### config.mk
export PLATFORM = sky130hd
export DESIGN_NAME = gf_mod_div_flat
export DESIGN_NICKNAME = d
export VERILOG_FILES = /design/src/rtl/gfau_pkg.sv /design/src/rtl/gf_mod_div_if.sv /design/src/rtl/gf_half_mod.sv /design/src/rtl/gf_mod_div.sv /design/src/flat_wrapper.sv
export SDC_FILE = /design/constraint.sdc
export NUM_CORES = 1
export LEC_CHECK = 0
export BUFFER_PORTS_ARGS = -buffer_cell sky130_fd_sc_hd__buf_2
export CELL_PAD_IN_SITES_DETAIL_PLACEMENT = 1
export CELL_PAD_IN_SITES_GLOBAL_PLACEMENT = 2
export CORE_ASPECT_RATIO = 0.5
export CORE_MARGIN = 3
export CORE_UTILIZATION = 40
export DETAILED_ROUTE_END_ITERATION = 6
export GPL_TIMING_DRIVEN = 0
export PLACE_DENSITY = 0.95
export SYNTH_ARGS = -nofsm -noshare
export SYNTH_HDL_FRONTEND = slang
export SYNTH_SLANG_ARGS = --single-unit
### constraint.sdc
create_clock -name i_clk -period 9.7 [get_ports i_clk]
set_clock_uncertainty 0.05 [all_clocks]
set_input_delay 1.94 -clock i_clk [delete_from_list [all_inputs] [get_ports i_clk]]
set_output_delay 1.94 -clock i_clk [all_outputs]
set_load 0.01 [all_outputs]
### src/rtl/gfau_pkg.sv
// Shared GFAU definitions: operand width, divider states and test prime.
package gfau_pkg;

  localparam int unsigned SIZE = 32;

  localparam logic [31:0] P256_32 = 32'hFFFF_FFFB;

  typedef enum logic [1:0] {
    IDLE = 2'd0,
    RUN  = 2'd1,
    DONE = 2'd2
  } div_state_t;

endpackage

### src/rtl/gf_mod_div_if.sv
// Request/response bundle between the GFAU controller and the modular divider.
interface gf_mod_div_if
  import gfau_pkg::*;
#(
  parameter int unsigned SIZE = gfau_pkg::SIZE
) ();

  logic            i_start;
  logic [SIZE-1:0] i_a;
  logic [SIZE-1:0] i_b;
  logic [SIZE-1:0] i_prime;
  logic [SIZE-1:0] o_result;
  logic            o_done;
  logic            o_busy;
  logic            o_err;

  // Controller side issues requests and consumes results.
  modport master (
    output i_start, i_a, i_b, i_prime,
    input  o_result, o_done, o_busy, o_err
  );

  // Divider side.
  modport slave (
    input  i_start, i_a, i_b, i_prime,
    output o_result, o_done, o_busy, o_err
  );

endinterface

### src/rtl/gf_half_mod.sv
// Modular halving: returns x/2 mod p for odd p and x < p.
module gf_half_mod
  import gfau_pkg::*;
#(
  parameter int unsigned W = SIZE
) (
  input  logic [W-1:0] x,
  input  logic [W-1:0] p,
  output logic [W-1:0] half_x
);

  logic [W:0] sum;

  // Odd x gets p added first so the sum is even; the extra bit keeps x+p exact.
  always_comb begin
    sum    = {1'b0, x} + (x[0] ? {1'b0, p} : '0);
    half_x = W'(sum >> 1);
  end

endmodule

### src/rtl/gf_mod_div.sv
// Bit-serial modular divider: result = a * b^-1 mod p via binary extended Euclid.
module gf_mod_div
  import gfau_pkg::*;
#(
  parameter int unsigned SIZE = gfau_pkg::SIZE
) (
  input  logic         i_clk,
  input  logic         i_rst,
  gf_mod_div_if.slave  bus
);

  localparam logic [1:0] S_IDLE = 2'(IDLE);
  localparam logic [1:0] S_RUN  = 2'(RUN);
  localparam logic [1:0] S_DONE = 2'(DONE);

  localparam logic [SIZE-1:0] ONE = SIZE'(1);

  logic [1:0]      state, state_d;
  logic [SIZE-1:0] u, u_d;
  logic [SIZE-1:0] v, v_d;
  logic [SIZE-1:0] x1, x1_d;
  logic [SIZE-1:0] x2, x2_d;
  logic [SIZE-1:0] p_reg, p_d;
  logic [SIZE-1:0] result, result_d;
  logic            err, err_d;
  logic            done, done_d;
  logic            busy, busy_d;

  logic [SIZE-1:0] x1_half, x2_half;
  logic [SIZE:0]   diff12, diff21;
  logic [SIZE-1:0] x1_sub, x2_sub;

  gf_half_mod #(.W(SIZE)) u_half_x1 (.x(x1), .p(p_reg), .half_x(x1_half));
  gf_half_mod #(.W(SIZE)) u_half_x2 (.x(x2), .p(p_reg), .half_x(x2_half));

  // Modular subtract of the Bezout coefficients; a borrow is corrected by adding p.
  always_comb begin
    diff12 = {1'b0, x1} - {1'b0, x2};
    diff21 = {1'b0, x2} - {1'b0, x1};
    x1_sub = diff12[SIZE] ? SIZE'(diff12 + {1'b0, p_reg}) : diff12[SIZE-1:0];
    x2_sub = diff21[SIZE] ? SIZE'(diff21 + {1'b0, p_reg}) : diff21[SIZE-1:0];
  end

  // Next-state and datapath update: load, one Euclid step per RUN cycle, done pulse.
  always_comb begin
    state_d  = state;
    u_d      = u;
    v_d      = v;
    x1_d     = x1;
    x2_d     = x2;
    p_d      = p_reg;
    result_d = result;
    err_d    = err;

    case (state)
      S_IDLE: begin
        if (bus.i_start) begin
          if (bus.i_b != '0) begin
            u_d     = bus.i_b;
            v_d     = bus.i_prime;
            x1_d    = bus.i_a;
            x2_d    = '0;
            p_d     = bus.i_prime;
            err_d   = 1'b0;
            state_d = S_RUN;
          end else begin
            result_d = '0;
            err_d    = 1'b1;
            state_d  = S_DONE;
          end
        end
      end
      S_RUN: begin
        if (u == ONE) begin
          result_d = x1;
          state_d  = S_DONE;
        end else if (v == ONE) begin
          result_d = x2;
          state_d  = S_DONE;
        end else if (!u[0]) begin
          u_d  = u >> 1;
          x1_d = x1_half;
        end else if (!v[0]) begin
          v_d  = v >> 1;
          x2_d = x2_half;
        end else if (u >= v) begin
          u_d  = u - v;
          x1_d = x1_sub;
        end else begin
          v_d  = v - u;
          x2_d = x2_sub;
        end
      end
      S_DONE:  state_d = S_IDLE;
      default: state_d = S_IDLE;
    endcase

    done_d = (state_d == S_DONE);
    busy_d = (state_d != S_IDLE);
  end

  // State and datapath registers with synchronous reset.
  always_ff @(posedge i_clk) begin
    if (i_rst) begin
      state  <= S_IDLE;
      u      <= '0;
      v      <= '0;
      x1     <= '0;
      x2     <= '0;
      p_reg  <= '0;
      result <= '0;
      err    <= 1'b0;
      done   <= 1'b0;
      busy   <= 1'b0;
    end else begin
      state  <= state_d;
      u      <= u_d;
      v      <= v_d;
      x1     <= x1_d;
      x2     <= x2_d;
      p_reg  <= p_d;
      result <= result_d;
      err    <= err_d;
      done   <= done_d;
      busy   <= busy_d;
    end
  end

  assign bus.o_result = result;
  assign bus.o_err    = err;
  assign bus.o_done   = done;
  assign bus.o_busy   = busy;

  // Accepted operands must be reduced and the modulus odd.
  a_operands_legal : assert property (
    @(posedge i_clk) disable iff (i_rst)
    (state == S_IDLE && bus.i_start) |->
      (bus.i_prime[0] && bus.i_a < bus.i_prime && bus.i_b < bus.i_prime)
  );

endmodule

### src/flat_wrapper.sv
// flat-port wrapper written by rule: the top's interface ports become plain ports
module gf_mod_div_flat import gfau_pkg::*;
#(
  parameter int unsigned SIZE = gfau_pkg::SIZE
)
  (i_clk, i_rst, bus_i_start, bus_i_a, bus_i_b, bus_i_prime, bus_o_result, bus_o_done, bus_o_busy, bus_o_err);
  gf_mod_div_if #(.SIZE(SIZE)) bus_i ();
  input  logic i_clk;
  input  logic i_rst;
  input wire logic [$bits(bus_i.i_start)-1:0] bus_i_start;
  input wire logic [$bits(bus_i.i_a)-1:0] bus_i_a;
  input wire logic [$bits(bus_i.i_b)-1:0] bus_i_b;
  input wire logic [$bits(bus_i.i_prime)-1:0] bus_i_prime;
  output wire logic [$bits(bus_i.o_result)-1:0] bus_o_result;
  output wire logic [$bits(bus_i.o_done)-1:0] bus_o_done;
  output wire logic [$bits(bus_i.o_busy)-1:0] bus_o_busy;
  output wire logic [$bits(bus_i.o_err)-1:0] bus_o_err;
  assign bus_i.i_start = bus_i_start;
  assign bus_i.i_a = bus_i_a;
  assign bus_i.i_b = bus_i_b;
  assign bus_i.i_prime = bus_i_prime;
  assign bus_o_result = bus_i.o_result;
  assign bus_o_done = bus_i.o_done;
  assign bus_o_busy = bus_i.o_busy;
  assign bus_o_err = bus_i.o_err;
  gf_mod_div #(.SIZE(SIZE)) u_core (.i_clk(i_clk), .i_rst(i_rst), .bus(bus_i));
endmodule
==> impl_results.md, run 1 <==
- Status: complete, no violations
- MaxCap Viol Count: 0
- Layout area overhead: 9.53%
- Core area: 57600 sq um
- Die H: between 150 and 200 um
- Yosys top cell by area: dfxtp_1
- First-pass GRT wire length: ~160000 um
- Iteration-0 DRC Markers: approximately 2900
- TNS Setup: 0 ns
- Final period utilization: about 65%
- Crit path top cell by count: inv_1
- Max Root-Sink Buffers: 2
- Post-CTS Setup Bufs: 0
- PD cells: ~170 nW/um^2
- Drt wl/cell: roughly 27 um
- Synth unique cells: 92
- Initial Utilization: around two fifths
- Min-delay worst type: flip-flop to flip-flop
- CTS tree: yes
- CP Capture Type: flip-flop
- Met2 usage: between 50% and 60%
- Post-synthesis mux area share: roughly 1.8%
- Finished Core Util: 44.5%
- I/O pin cnt: approximately 130
- Crit Path Max Fanout: 10
- Fmax: roughly 160 MHz
- Overflow after GRT: 0
- Net Count, Synth: between 3000 and 4000
- Post-Synth Simple-Gate Area: 19.9%
- Final Wtd Congestion: 0.980
- Vias in the first global route: 26200
- Root buffer cell: clkbuf_16
- Synth Warn #: 0
- Remaining DRCs: 0
- Final WL: roughly 110000 um
- Largest stage delay on the critical path: roughly 0.85 ns
- Drt pass-1 iters: 5
- Slowest CP cell: nor3_4
- Maximum vdd drop: between 0.0001 and 0.00015 V
- Largest family of logic cells by synthesized area: compound AO/OA/AOI/OAI gates
- Final ANT Viol Nets: 0
- Layout Nets: around 3800
- Worst setup SP type: flip-flop
- Met3 Use GR: under 10%
- Critical path cell sequence: buf_2 > inv_1 > clkbuf_1 > ha_1 > inv_1 > fa_1 > a211oi_1 > o211a_1 > or2_2 > a21oi_1 > o41ai_1 > nand2_1 > nor3_4 > nand2_2 > o31a_1 > o21ai_2
- Worst slew pin tran: 1.36 ns
- XOR/XNOR share of the synthesized area: 8.03%
- Async SR Flop Fraction: 0%
- Buf/Inv on CP: 4
- Ranking of synthesized cells by area: dfxtp_1 17%, ha_1 14%, a21oi_1 8.5%
- Sequential area share after synthesis: approximately 17%
- DR vias/cell: about 6.4
- Dpl hpwl: slightly above 90000 um
- #FFs+latches synth: 197
- Post-synth top cells: 400 x a21oi_1, 305 x nand2_1, 257 x ha_1
- Total die area: approximately 60000 sq um
- Req. time, crit path: between 10 and 15 ns
- Top-count cell post-synth: a21oi_1
- Tmin final: 6.30 ns
- RSZ-0062 raised after global routing: false
- Hold Fails Final Rpt: 0
- Synth top area share: between 10% and 20%
- Mapped Cells: ~3300
- Row count: 62
- Antenna violations before repair: 4
- Leakage: around 11 nW
- Slew HR: 8.38%
- Met1 usage: 48.9%
- Number of buffers added on ports: roughly 130
- Die width: around 350 um
- H-tree depth: 4
- Adder-Cell Fraction of Synth Area: between 10% and 20%
- CTS Buf Count: 17
- Arr. time, crit path: 6.68 ns
- Vias: approximately 27000
- Hold_buf cts: 0
- Compound-Gate Fraction of Synth Area: 32.6%
- Clock sink count: between 150 and 200
- CTS clk-pin slew, worst paths: about 0.09 ns
- Pins over their slew limit: 0
- Ratio of cells with drive above 1 in the final layout: roughly 7.6%
- Ys flop type: dfxtp_1
- CP Class: flip-flop to flip-flop
- EDFF count, synth: 0
- Total GRT Usage: a little over a third
- Later-pin clock latency in the skew report: around 0.5 ns
- Final setup vio count: 0
- Synthesized area: roughly 23000 sq um
- Post-CTS sizing: 0
- CP delay by family, top: compound AO/OA/AOI/OAI gates
- Syn Area/Cell: a little over 7 sq um
- Largest net degree at the start of global routing: 19
- Busiest grt layer: met2
[cells by family (layout without fill, tap and decap cells)]
| kind of cell | after synthesis | in the layout |
|---|---|---|
| DFF | 197 | 197 |
| adders and majority gates | 265 | 265 |
| muxes | 41 | 41 |
| and+or+nand+nor | 978 | 978 |
| xor gates and xnor gates | 214 | 214 |
| buffers and inverters | 384 | 548 |
| AOI/OAI and AO/OA | 1182 | 1182 |
| other | 0 | 1 |
[placed cells by master (no fill, tap or decap), types with 11 or more instances in the layout]
| cell | count |
|---|---|
| a21oi_1 | 400 |
| nand2_1 | 305 |
| ha_1 | 257 |
| nor2_1 | 247 |
| o21ai_0 | 205 |
| dfxtp_1 | 197 |
| inv_1 | 190 |
| buf_2 | 176 |
| clkbuf_1 | 130 |
| xnor2_1 | 130 |
| a21o_1 | 105 |
| a211oi_1 | 84 |
| xor2_1 | 83 |
| nor3_1 | 75 |
| and2_1 | 73 |
| a221oi_1 | 65 |
| nand3_1 | 63 |
| o211ai_1 | 50 |
| nand4_1 | 45 |
| o21bai_1 | 40 |
| nor4_1 | 35 |
| mux2i_1 | 34 |
| o21a_1 | 30 |
| and3_1 | 28 |
| nor2b_1 | 24 |
| a31oi_1 | 24 |
| nand2b_1 | 20 |
| o31ai_1 | 18 |
| clkbuf_16 | 17 |
| o221ai_1 | 16 |
| a22oi_1 | 15 |
| or3_1 | 14 |
| buf_1 | 13 |
| and4_1 | 12 |
| o22ai_1 | 12 |
| a221o_1 | 11 |
[through the flow]
step / hold WS (ns) / instances / instance area, sq um / total power, W / setup WS, ns
6_report: 0.443 / 4194 / 25700 / 0.00447 / 3.40
5_1_grt: 0.477 / 4193 / 25700 / 0.00470 / 3.12
4_1_cts: 0.446 / 4193 / 25700 / 0.00437 / 3.53
3_5_place_dp: 0.425 / 4162 / 25100 / 0.00358 / 3.58
3_3_place_gp: 0.417 / 4162 / 25100 / 0.00352 / 3.66
2_1_floorplan: 0.411 / 3261 / 23400 / 0.00277 / 4.74
[worst register-to-register path, stage by stage (launching register included)]
cell and delay (ns):
dfxtp_1 0.34, buf_2 0.18, inv_1 0.25, clkbuf_1 0.71, ha_1 0.33, inv_1 0.08
fa_1 0.49, a211oi_1 0.45, o211a_1 0.28, or2_2 0.17, a21oi_1 0.12, o41ai_1 0.67
nand2_1 0.43, nor3_4 0.85, nand2_2 0.39, o31a_1 0.41, o21ai_2 0.05
[final timing paths]
path | from | endpoint | slack [ns] | cells after the start
setup reg to reg | u_core.u[0] | u_core.x2[8] | 3.40 | 16
setup / recovery | u_core.u[0] | u_core.x2[8] | 3.40 | 16
hold / removal | u_core.bus.o_result[30] | u_core.bus.o_result[30] | 0.44 | 2
hold reg to reg | u_core.bus.o_result[30] | u_core.bus.o_result[30] | 0.44 | 2
[area by class of cell]
cell class	count	area (sq um)
clock buffers	18	439
clock inverters	13	164
multi-input cells	2680	18000
repair buffers	133	666
well taps	768	961
inverters	193	724
plain buffers	191	791
diodes	1	2.50
flip-flops and latches	197	3940
fillers	7450	32000
[layer usage]
metal,share of wire (%),vias to the layer above
met4,4.3,2
met3,9.2,262
met2,42,1218
li1,-,12200
met5,0.011,-
met1,45,13200
[report_power, final]
part / switching [W] / leakage [nW] / internal, W
logic: 0.00173 / 8.99 / 0.000950
registers: 0.000120 / 1.61 / 0.000864
clock network: 0.000403 / 0.296 / 0.000396
(Power assumes the default switching activity.)
==> run 2: changes to the inputs <==
--- a/config.mk
+++ b/config.mk
@@ -5,15 +5,16 @@
 export SDC_FILE = /design/constraint.sdc
 export NUM_CORES = 1
 export LEC_CHECK = 0
+export ABC_AREA = 1
 export BUFFER_PORTS_ARGS = -buffer_cell sky130_fd_sc_hd__buf_2
 export CELL_PAD_IN_SITES_DETAIL_PLACEMENT = 1
 export CELL_PAD_IN_SITES_GLOBAL_PLACEMENT = 2
 export CORE_ASPECT_RATIO = 0.5
 export CORE_MARGIN = 3
-export CORE_UTILIZATION = 40
+export CORE_UTILIZATION = 33
 export DETAILED_ROUTE_END_ITERATION = 6
 export GPL_TIMING_DRIVEN = 0
-export PLACE_DENSITY = 0.95
+export PLACE_DENSITY = 0.91
 export SYNTH_ARGS = -nofsm -noshare
 export SYNTH_HDL_FRONTEND = slang
 export SYNTH_SLANG_ARGS = --single-unit
==> constraint.sdc (replaced) <==
create_clock -name i_clk -period 6.15 [get_ports i_clk]
set_clock_uncertainty 0.05 [all_clocks]
set_input_delay 1.23 -clock i_clk [delete_from_list [all_inputs] [get_ports i_clk]]
set_output_delay 1.23 -clock i_clk [all_outputs]
set_load 0.01 [all_outputs]
==> impl_results.md, run 2 <==
- Status: complete, no violations
- Synth top area share: 17.7%
- Maximum vdd drop: 0.000258 V
- Largest stage delay on the critical path: 0.50 ns
- Ys flop type: dfxtp_1
- Crit path launch: u_core.x1[0]
- Post-CTS sizing: 0
- Leakage: roughly 15 nW
- Part of the power in registers: 16.6%
- First-pass GRT wire length: 241000 um
- Max Root-Sink Buffers: 2
- Net Count, Synth: 5169
- Largest net degree at the start of global routing: 25
- Final WL: approximately 170000 um
- Arr. time, crit path: around 6 ns
- FF-to-FF setup slack: 0.66 ns
- Met2 usage: 57.0%
- Start point of the worst min-delay path: u_core.bus.o_result[14]
- Antenna violations before repair: 8
- Worst setup SP type: flip-flop
- Row count: 73
- Initial Utilization: between 30% and 40%
- I/O pin cnt: around 130
- Fmax: around 180 MHz
- RSZ-0062 raised after global routing: false
- CTS tree: yes
- Number of buffers added on ports: 132
- Clock sink count: roughly 200
- Busiest grt layer: met2
- R2r startpoint: u_core.x1[0]
- Final Non-Filler Cells: around 6000
- CP Class: flip-flop to flip-flop
- Layout area overhead: 9.95%
- R2R cell count: 26
- Worst Hold Depth: 2
- Final setup vio count: 0
- Tmin final: between 5 and 6 ns
- Drt wl/cell: between 20 and 30 um
- Layout fillers: roughly 11000
- Hold_buf cts: 0
- Yosys top cell by area: nand2_1
- Req. time, crit path: 6.53 ns
- Top-count cell post-synth: nand2_1
- Worst r2r dst: u_core.x1[31]
- Final Wtd Congestion: 1.09
- Final period utilization: around nine tenths
- Pins over their slew limit: 0
- Most frequent cells in the layout: 1267 x nand2_1, 660 x inv_1, 542 x nor2_1, 496 x a21oi_1, 365 x o21ai_0
- Met3 Use GR: about a tenth
- Vias in the first global route: ~34000
- Met1 usage: a little over half
- CP Capture Type: flip-flop
- Total die area: about 85000 sq um
- Die H: 208 um
- Post-CTS Setup Bufs: 0
- Switch share: 62.5%
- Overflow after GRT: 0
- PD cells: ~380 nW/um^2
- Sequential area share after synthesis: between 10% and 20%
- Syn Area/Cell: roughly 5.6 sq um
- Slew HR: 10.6%
- Crit path top cell by count: nand2_1
- Later-pin clock latency in the skew report: roughly 0.53 ns
- CTS clk-pin slew, worst paths: about 0.10 ns
- Comb power frac: a little under three quarters
- Async SR Flop Fraction: 0%
- Crit Path Max Fanout: 10
- DR vias/cell: between 5 and 6
- NetSw: around 0.0070 W
- Synth unique cells: 49
- Mapped Cells: slightly below 5000
- H-tree depth: 4
- Worst slew pin tran: around 1.3 ns
- Remaining DRCs: 0
- Iteration-0 DRC Markers: 3910
- Drt pass-1 iters: 6
- TNS Setup: 0 ns
- Die width: 410 um
- Slowest CP cell: clkbuf_1
- Clk pwr share: about an eighth
- Hold Fails Final Rpt: 0
- Dpl hpwl: about 150000 um
- Synth Warn #: 0
- Ranking of synthesized cells by area: nand2_1 18%, dfxtp_1 15%, ha_1 12%
- Core area: approximately 80000 sq um
- Ratio of cells with drive above 1 in the final layout: 6.42%
- Layout Nets: 5320
- CTS Buf Count: 17
- Root buffer cell: clkbuf_16
- Commonest non-fill, non-tap cell in the layout: nand2_1
- Min-delay worst type: flip-flop to flip-flop
- Total GRT Usage: between 30 and 40%
- Final ANT Viol Nets: 0
- Int Pwr: 0.00418 W
- #FFs+latches synth: 197
- Vias: ~35000
- Synthesized area: ~27000 sq um
- MaxCap Viol Count: 0
- EDFF count, synth: 0
- Worst hold endpoint: u_core.bus.o_result[14]
- Inst Count DP: 6024
- Post-synth top cells: 1267 x nand2_1, 660 x inv_1, 542 x nor2_1
==> run 2: per-layer routing <==
layer | up-vias | share of wire (%)
met3 | 330 | 10
met4 | 2 | 5.0
li1 | 16000 | -
met5 | - | 0.0093
met1 | 17200 | 45
met2 | 1619 | 40
==> run 2: metrics by stage <==
step                util [%]  hold WS [ns]  worst slack [ns]  instance area (sq um)  total power (W)
CTS                     36.9         0.420             0.854                  29600           0.0108
detailed placement      36.1         0.407             0.943                  28900          0.00949
global placement        36.1         0.400              1.02                  28900          0.00937
finish                  37.0         0.415             0.662                  29600           0.0112
global route            36.9         0.441             0.361                  29600           0.0118
floorplan                  -         0.423              2.58                  26900          0.00646
==> run 2: logic make-up (layout without fill, tap and decap cells) <==
| family | Yosys count | in the layout | synth area share (%) |
|---|---|---|---|
| buffers and inverters | 827 | 991 | 12.1 |
| AO/OA/AOI/OAI | 1052 | 1052 | 21.1 |
| XOR/XNOR | 79 | 79 | 2.57 |
| adder cells (fa/ha/maj) | 265 | 265 | 12.5 |
| other | 0 | 2 | 0 |
| AND/OR/NAND/NOR | 2385 | 2385 | 37.0 |
| flip-flops | 197 | 197 | 14.7 |
==> run 2: critical path, delay by kind of cell, from the launching register on <==
| family | cells | cell delay, ns |
|---|---|---|
| adders and majority gates | 3 | 0.92 |
| xor gates and xnor gates | 1 | 0.15 |
| and+or+nand+nor | 16 | 2.62 |
| DFF | 1 | 0.34 |
| buffers and inverters | 4 | 0.99 |
| AOI/OAI and AO/OA | 2 | 0.32 |
==> run 2: final cells by class <==
cell class | count | area (sq um) | share of cell area [%]
Buffer | 157 | 733 | 2.48
Clock inverter | 15 | 228 | 0.769
Tap cell | 1087 | 1360 | 4.60
Multi-Input combinational cell | 3781 | 19700 | 66.6
Timing Repair Buffer | 132 | 661 | 2.23
Inverter | 670 | 2520 | 8.50
Sequential cell | 197 | 3940 | 13.3
Antenna cell | 2 | 5.00 | 0.0169
Clock buffer | 17 | 425 | 1.44
==> run 2: power by group through the flow <==
stage / logic [W] / clock network, W / registers, W
finish: 0.00798 / 0.00132 / 0.00186
global route: 0.00857 / 0.00138 / 0.00184
CTS: 0.00769 / 0.00132 / 0.00181
detailed placement: 0.00765 / 0 / 0.00184
global placement: 0.00754 / 0 / 0.00184
floorplan: 0.00487 / 0 / 0.00159
==> run 2: worst max path at each step <==
stage	endpoint	slack, ns	cells past startpoint
3_3_place_gp	u_core.x1[23]	1.02	24
5_1_grt	u_core.x1[31]	0.36	29
2_1_floorplan	u_core.x1[31]	2.58	26
6_report	u_core.x1[31]	0.66	26
4_1_cts	u_core.x1[31]	0.85	29
3_5_place_dp	u_core.x1[31]	0.94	29
